### src/rtl/video_timing_detector.sv
// Measures incoming video timing (line/frame totals and active sizes), generates
// active-area coordinates, and locks once consecutive frames measure identically.
module video_timing_detector #(
   parameter int H_RES       = 1280,
   parameter int V_RES       = 720,
   parameter int H_POL       = 1,
   parameter int V_POL       = 1,
   parameter int LOCK_FRAMES = 2,
   parameter int TIMEOUT     = 4096
) (
   input  logic        i_pix_clk,
   input  logic        i_rst,
   input  logic        i_hs,
   input  logic        i_vs,
   input  logic        i_de,
   output logic        o_de,
   output logic [15:0] o_sx,
   output logic [15:0] o_sy,
   output logic        o_frame,
   output logic [15:0] o_h_total,
   output logic [15:0] o_h_active,
   output logic [15:0] o_v_total,
   output logic [15:0] o_v_active,
   output logic        o_locked,
   output logic        o_mode_ok,
   output logic        o_err
);

   localparam logic        HP      = (H_POL != 0);
   localparam logic        VP      = (V_POL != 0);
   localparam logic [16:0] TO      = 17'(TIMEOUT);
   localparam logic [15:0] HRES    = 16'(H_RES);
   localparam logic [15:0] VRES    = 16'(V_RES);
   // match_cnt counts frames equal to their predecessor, so LOCK_FRAMES
   // identical frames in a row means LOCK_FRAMES-1 matches.
   localparam logic [7:0]  LOCK_M  = 8'(LOCK_FRAMES - 1);

   typedef enum logic [1:0] {SEARCH, MEASURE, LOCKED} state_t;

   function automatic logic [15:0] sat_inc(input logic [15:0] v);
      return (v == 16'hFFFF) ? v : v + 16'd1;
   endfunction

   logic        hs_prev_q, vs_prev_q, de_q, frame_q;
   logic [15:0] h_cnt_q, h_cnt_d, line_len_q, line_len_d;
   logic [15:0] de_run_q, de_run_d, line_active_q, line_active_d;
   logic [15:0] v_total_q, v_total_d, v_active_q, v_active_d;
   logic [15:0] sx_q, sx_d, sy_q, sy_d;
   logic [15:0] h_total_q, h_active_q, v_tot_out_q, v_act_out_q;
   logic [7:0]  match_q;
   logic        err_q;
   state_t      state_q;

   logic hs_lead, vs_lead, de_fall, timeout, meas_match;

   // Previous-sample flags hold "was active", so reset leaves them inactive.
   assign hs_lead    = (i_hs == HP) & ~hs_prev_q;
   assign vs_lead    = (i_vs == VP) & ~vs_prev_q;
   assign de_fall    = ~i_de & de_q;
   assign timeout    = {1'b0, h_cnt_q} >= TO;
   assign meas_match = (line_len_q == h_total_q) && (line_active_q == h_active_q) &&
                       (v_total_q == v_tot_out_q) && (v_active_q == v_act_out_q);

   always_comb begin
      h_cnt_d       = hs_lead ? 16'd0 : sat_inc(h_cnt_q);
      line_len_d    = hs_lead ? sat_inc(h_cnt_q) : line_len_q;
      de_run_d      = de_fall ? 16'd0 : (i_de ? sat_inc(de_run_q) : de_run_q);
      line_active_d = de_fall ? de_run_q : line_active_q;
      // A sync edge coinciding with vs belongs to the new frame.
      if (vs_lead) begin
         v_total_d  = {15'd0, hs_lead};
         v_active_d = {15'd0, de_fall};
      end else begin
         v_total_d  = hs_lead ? sat_inc(v_total_q) : v_total_q;
         v_active_d = de_fall ? sat_inc(v_active_q) : v_active_q;
      end
      sx_d = (i_de & de_q) ? sat_inc(sx_q) : 16'd0;
      sy_d = vs_lead ? 16'd0 : (de_fall ? sat_inc(sy_q) : sy_q);
   end

   always_ff @(posedge i_pix_clk or posedge i_rst) begin
      if (i_rst) begin
         hs_prev_q     <= 1'b0;
         vs_prev_q     <= 1'b0;
         de_q          <= 1'b0;
         frame_q       <= 1'b0;
         h_cnt_q       <= '0;
         line_len_q    <= '0;
         de_run_q      <= '0;
         line_active_q <= '0;
         v_total_q     <= '0;
         v_active_q    <= '0;
         sx_q          <= '0;
         sy_q          <= '0;
      end else begin
         hs_prev_q     <= (i_hs == HP);
         vs_prev_q     <= (i_vs == VP);
         de_q          <= i_de;
         frame_q       <= vs_lead;
         h_cnt_q       <= h_cnt_d;
         line_len_q    <= line_len_d;
         de_run_q      <= de_run_d;
         line_active_q <= line_active_d;
         v_total_q     <= v_total_d;
         v_active_q    <= v_active_d;
         sx_q          <= sx_d;
         sy_q          <= sy_d;
      end
   end

   always_ff @(posedge i_pix_clk or posedge i_rst) begin
      if (i_rst) begin
         state_q     <= SEARCH;
         match_q     <= '0;
         err_q       <= 1'b0;
         h_total_q   <= '0;
         h_active_q  <= '0;
         v_tot_out_q <= '0;
         v_act_out_q <= '0;
      end else begin
         err_q <= 1'b0;
         case (state_q)
            SEARCH: begin
               if (vs_lead) begin
                  state_q <= MEASURE;
                  match_q <= '0;
               end
            end
            MEASURE: begin
               if (timeout) begin
                  state_q <= SEARCH;
               end else if (vs_lead) begin
                  h_total_q   <= line_len_q;
                  h_active_q  <= line_active_q;
                  v_tot_out_q <= v_total_q;
                  v_act_out_q <= v_active_q;
                  if (meas_match) begin
                     match_q <= match_q + 8'd1;
                     if (match_q + 8'd1 >= LOCK_M) state_q <= LOCKED;
                  end else begin
                     match_q <= '0;
                  end
               end
            end
            LOCKED: begin
               if (timeout) begin
                  state_q <= SEARCH;
                  err_q   <= 1'b1;
               end else if (vs_lead) begin
                  h_total_q   <= line_len_q;
                  h_active_q  <= line_active_q;
                  v_tot_out_q <= v_total_q;
                  v_act_out_q <= v_active_q;
                  if (!meas_match) begin
                     state_q <= SEARCH;
                     err_q   <= 1'b1;
                  end
               end
            end
            default: state_q <= SEARCH;
         endcase
      end
   end

   assign o_de       = de_q;
   assign o_sx       = sx_q;
   assign o_sy       = sy_q;
   assign o_frame    = frame_q;
   assign o_h_total  = h_total_q;
   assign o_h_active = h_active_q;
   assign o_v_total  = v_tot_out_q;
   assign o_v_active = v_act_out_q;
   assign o_locked   = (state_q == LOCKED);
   assign o_mode_ok  = o_locked && (h_active_q == HRES) && (v_act_out_q == VRES);
   assign o_err      = err_q;

endmodule

### config.mk
export PLATFORM = sky130hd
export DESIGN_NAME = video_timing_detector
export DESIGN_NICKNAME = d
export VERILOG_FILES = /design/src/rtl/video_timing_detector.sv
export SDC_FILE = /design/constraint.sdc
export NUM_CORES = 1
export LEC_CHECK = 0
export CAP_MARGIN = 40
export CORE_MARGIN = 10
export CORE_UTILIZATION = 47
export DETAILED_ROUTE_END_ITERATION = 8
export GPL_TIMING_DRIVEN = 0
export PLACE_DENSITY = 0.71
export REMOVE_ABC_BUFFERS = 1
export SLEW_MARGIN = 0
export SYNTH_ARGS = -nofsm -noshare
export SYNTH_HDL_FRONTEND = slang
export SYNTH_SLANG_ARGS = --single-unit
### constraint.sdc
create_clock -name i_pix_clk -period 7.41 [get_ports i_pix_clk]
set_input_delay 2.223 -clock i_pix_clk [delete_from_list [all_inputs] [get_ports i_pix_clk]]
set_output_delay 2.223 -clock i_pix_clk [all_outputs]
set_load 0.02 [all_outputs]
==> results.md <==
- Clock Skews: 0.01179 ns
- Min Tclk post-route: 5.698 ns
- Critical Path AT: 3.48 ns
- M3 GR Usage: 3.455%
- Met2 usage: 27.32%
- Met1 Use GR: 21.53%
- CP Capture Type: primary output
- Total gr overflow: 0
- WHS: 0.5179 ns
- Skew-Pair Late Insertion Delay: 0.52 ns
- I/O pin count: 106
- Endpoints failing setup: 0
- Multi-input gate area: 4636 µm²
- First-pass GRT wire length: 38430 µm
- Top cell type's share of synthesized area: 51.58%
- P_leak: 5.474 nW
- Pre-CTS setup slack: 2.265 ns
- Fmax achieved: 175.5 MHz
- Global Route Usage Sum: 16.50%
- CP startpoint kind: flop
- Number of synthesized register bits: 207
- DR pass1 iterations: 4
- Hold-fix buffers at CTS: 0
- Syn Std Cell Area: 10040 µm²
- Post-synth top area cell: dfrtp_1
- Antenna cells: 0
- Final hold viol count: 0
- Post-DP HPWL: 16660 µm
- Status: completed
- Worst Hold Class: flop to flop
- Flip-flop and latch area: 5180 µm²
- Die W: 166.2 µm
- Number of nets with antenna violations after routing: 0
- Worst slew pin tran: 0.9511 ns
- Initial core utilization: 47.77%
- Largest net degree at the start of global routing: 114
- Post-CTS setup buffers: 0
- Vias per cell: 5.346
- Initial antenna violation count: 0
- CTS tree: built
- H-tree depth: 1
- Root buffer cell: clkbuf_16
- Critical path required time: 5.19 ns
- Share of layout cells above drive strength 1: 12.52%
- Clock slew at reported path FFs: 0.06 ns
- DP Area: 11380 µm²
- Core Area: 21020 µm²
- Cts repair resizes: 0
- Ratio of final minimum period to clock period: 76.90%
- Max cap viols: 0
- Top FF cell, synth: dfrtp_1
- Synth Area per Inst: 10.58 µm²
- Top cells by count, synth: 207 x dfrtp_1, 119 x nand2_1, 92 x nor2_1, 80 x xnor2_1, 62 x mux2_2
- Placed Cells: 1296
- Min-delay src: line_active_q[14]
- Final setup margin: 1.712 ns
- Per-cell routed wire length: 17.56 µm
- Critical path fanouts, max: 4
- Critical path startpoint: state_q[0]
- Yosys warnings: 0
- Die height: 166.2 µm
- WS Path Type: flop to primary output
- Async SR Flop Fraction: 100.0%
- Detailed Route WL: 23480 µm
- Nets: 1065
- Dominant cells by area after synthesis: dfrtp_1 52%, xnor2_1 7.0%, mux2_2 7.0%
- Initial DRC Count: 484
- Peak supply drop: 0.1600 mV
- Core Rows: 53
- Final Slew Violations: 0
- Grt peak-use layer: met2
- Slew margin rel.: 36.07%
- Final cell count without fillers: 1337
- PD cells: 253.9 nW/µm²
- Count of cell types in the netlist: 68
- CTS Sinks: 207
- Worst R2R Start: line_active_q[5]
- CTS max path bufs: 3
- Layout area overhead: 21.92%
- Gp weighted congestion: 0.8183
- CTS buffer count: 24
- Total power: 3.108 mW
- Vias after detailed routing: 7148
- Design area: 12240 µm²
- Die Area: 27610 µm²
- IO buf count: 105
- Vias in the first global route: 7140
- Most numerous cell in the Yosys netlist: dfrtp_1
- FILL cells: 1751
- Remaining DRCs: 0
- RSZ-0062 raised after global routing: no
- Cells after Synth: 949
- Sequential area share after synthesis: 51.58%
- Number of flops mapped to enable cells by yosys: 0
[layout make-up]
class | instances | share of cell area, %
inverters | 16 | 0.5621
flip-flops and latches | 207 | 42.31
clock buffers | 32 | 5.815
multi-input cells | 687 | 37.86
well taps | 275 | 2.810
repair buffers | 111 | 9.433
clock inverters | 9 | 1.206
[per-layer routing]
metal  vias up  wire (µm)
li1       3458          -
met1      3554      10350
met2       112      11430
met3        24       1311
met4         0        390
met5         -          0
[sequential cells by signal, summed over array words and instances (netlist names), 2 cells and up]
register and count:
state_q 2, o_v_active 16, v_total_q 16, de_run_q 16
h_cnt_q 16, line_active_q 16, o_v_total 16, o_sx 16
o_sy 16, line_len_q 16, o_h_total 16, match_q 8
o_h_active 16, v_active_q 16
[per-stage QoR]
| stage | utilization [%] | setup TNS [ns] |
|---|---|---|
| after floorplan | - | -96.35 |
| after global placement | 53.54 | -721.66 |
| after detailed placement | 54.15 | 0 |
| after CTS | 58.24 | 0 |
| after global routing | 58.24 | 0 |
| final | 58.24 | 0 |
[layout by cell type, fill, tap and decap left out, types with 34 or more instances in the layout]
master	instances
clkdlybuf4s50_1	105
dfrtp_1	207
mux2_2	62
nand2_1	119
nand3_1	38
nand4_1	38
nor2_1	92
o21ai_0	34
xnor2_1	80
xor2_1	54
[critical path, cell delays in order, from the launching register on]
cell             delay, ns
dfrtp_1               0.39
inv_1                 0.08
ha_1                  0.22
nor4b_1               0.59
nand4_1               0.24
or4_1                 0.60
nor4_1                0.19
clkdlybuf4s50_1       0.66
[logic make-up after synthesis]
kind of cell	synth area share, %
AND/OR/NAND/NOR	19.36
flip-flops	51.58
adder cells (fa/ha/maj)	1.620
buffers and inverters	2.404
multiplexers	7.962
AO/OA/AOI/OAI	5.059
XOR/XNOR	12.01
[power breakdown]
part | switching (mW) | internal, mW | leakage (nW)
sequential | 0.104 | 1.21 | 2.84
combinational | 0.284 | 0.236 | 2.21
clock | 0.464 | 0.808 | 0.425
[final timing paths]
check	endpoint	cells after the start	slack (ns)
setup reg to reg	match_q[7]	7	4.60
min in group asynchronous	match_q[6]	2	2.27
hold reg to reg	line_active_q[14]	2	0.52
setup / recovery	o_mode_ok	7	1.71
hold / removal	line_active_q[14]	2	0.52
max in group asynchronous	line_active_q[10]	3	4.20
No activity file was read; power rests on OpenSTA's default activity.
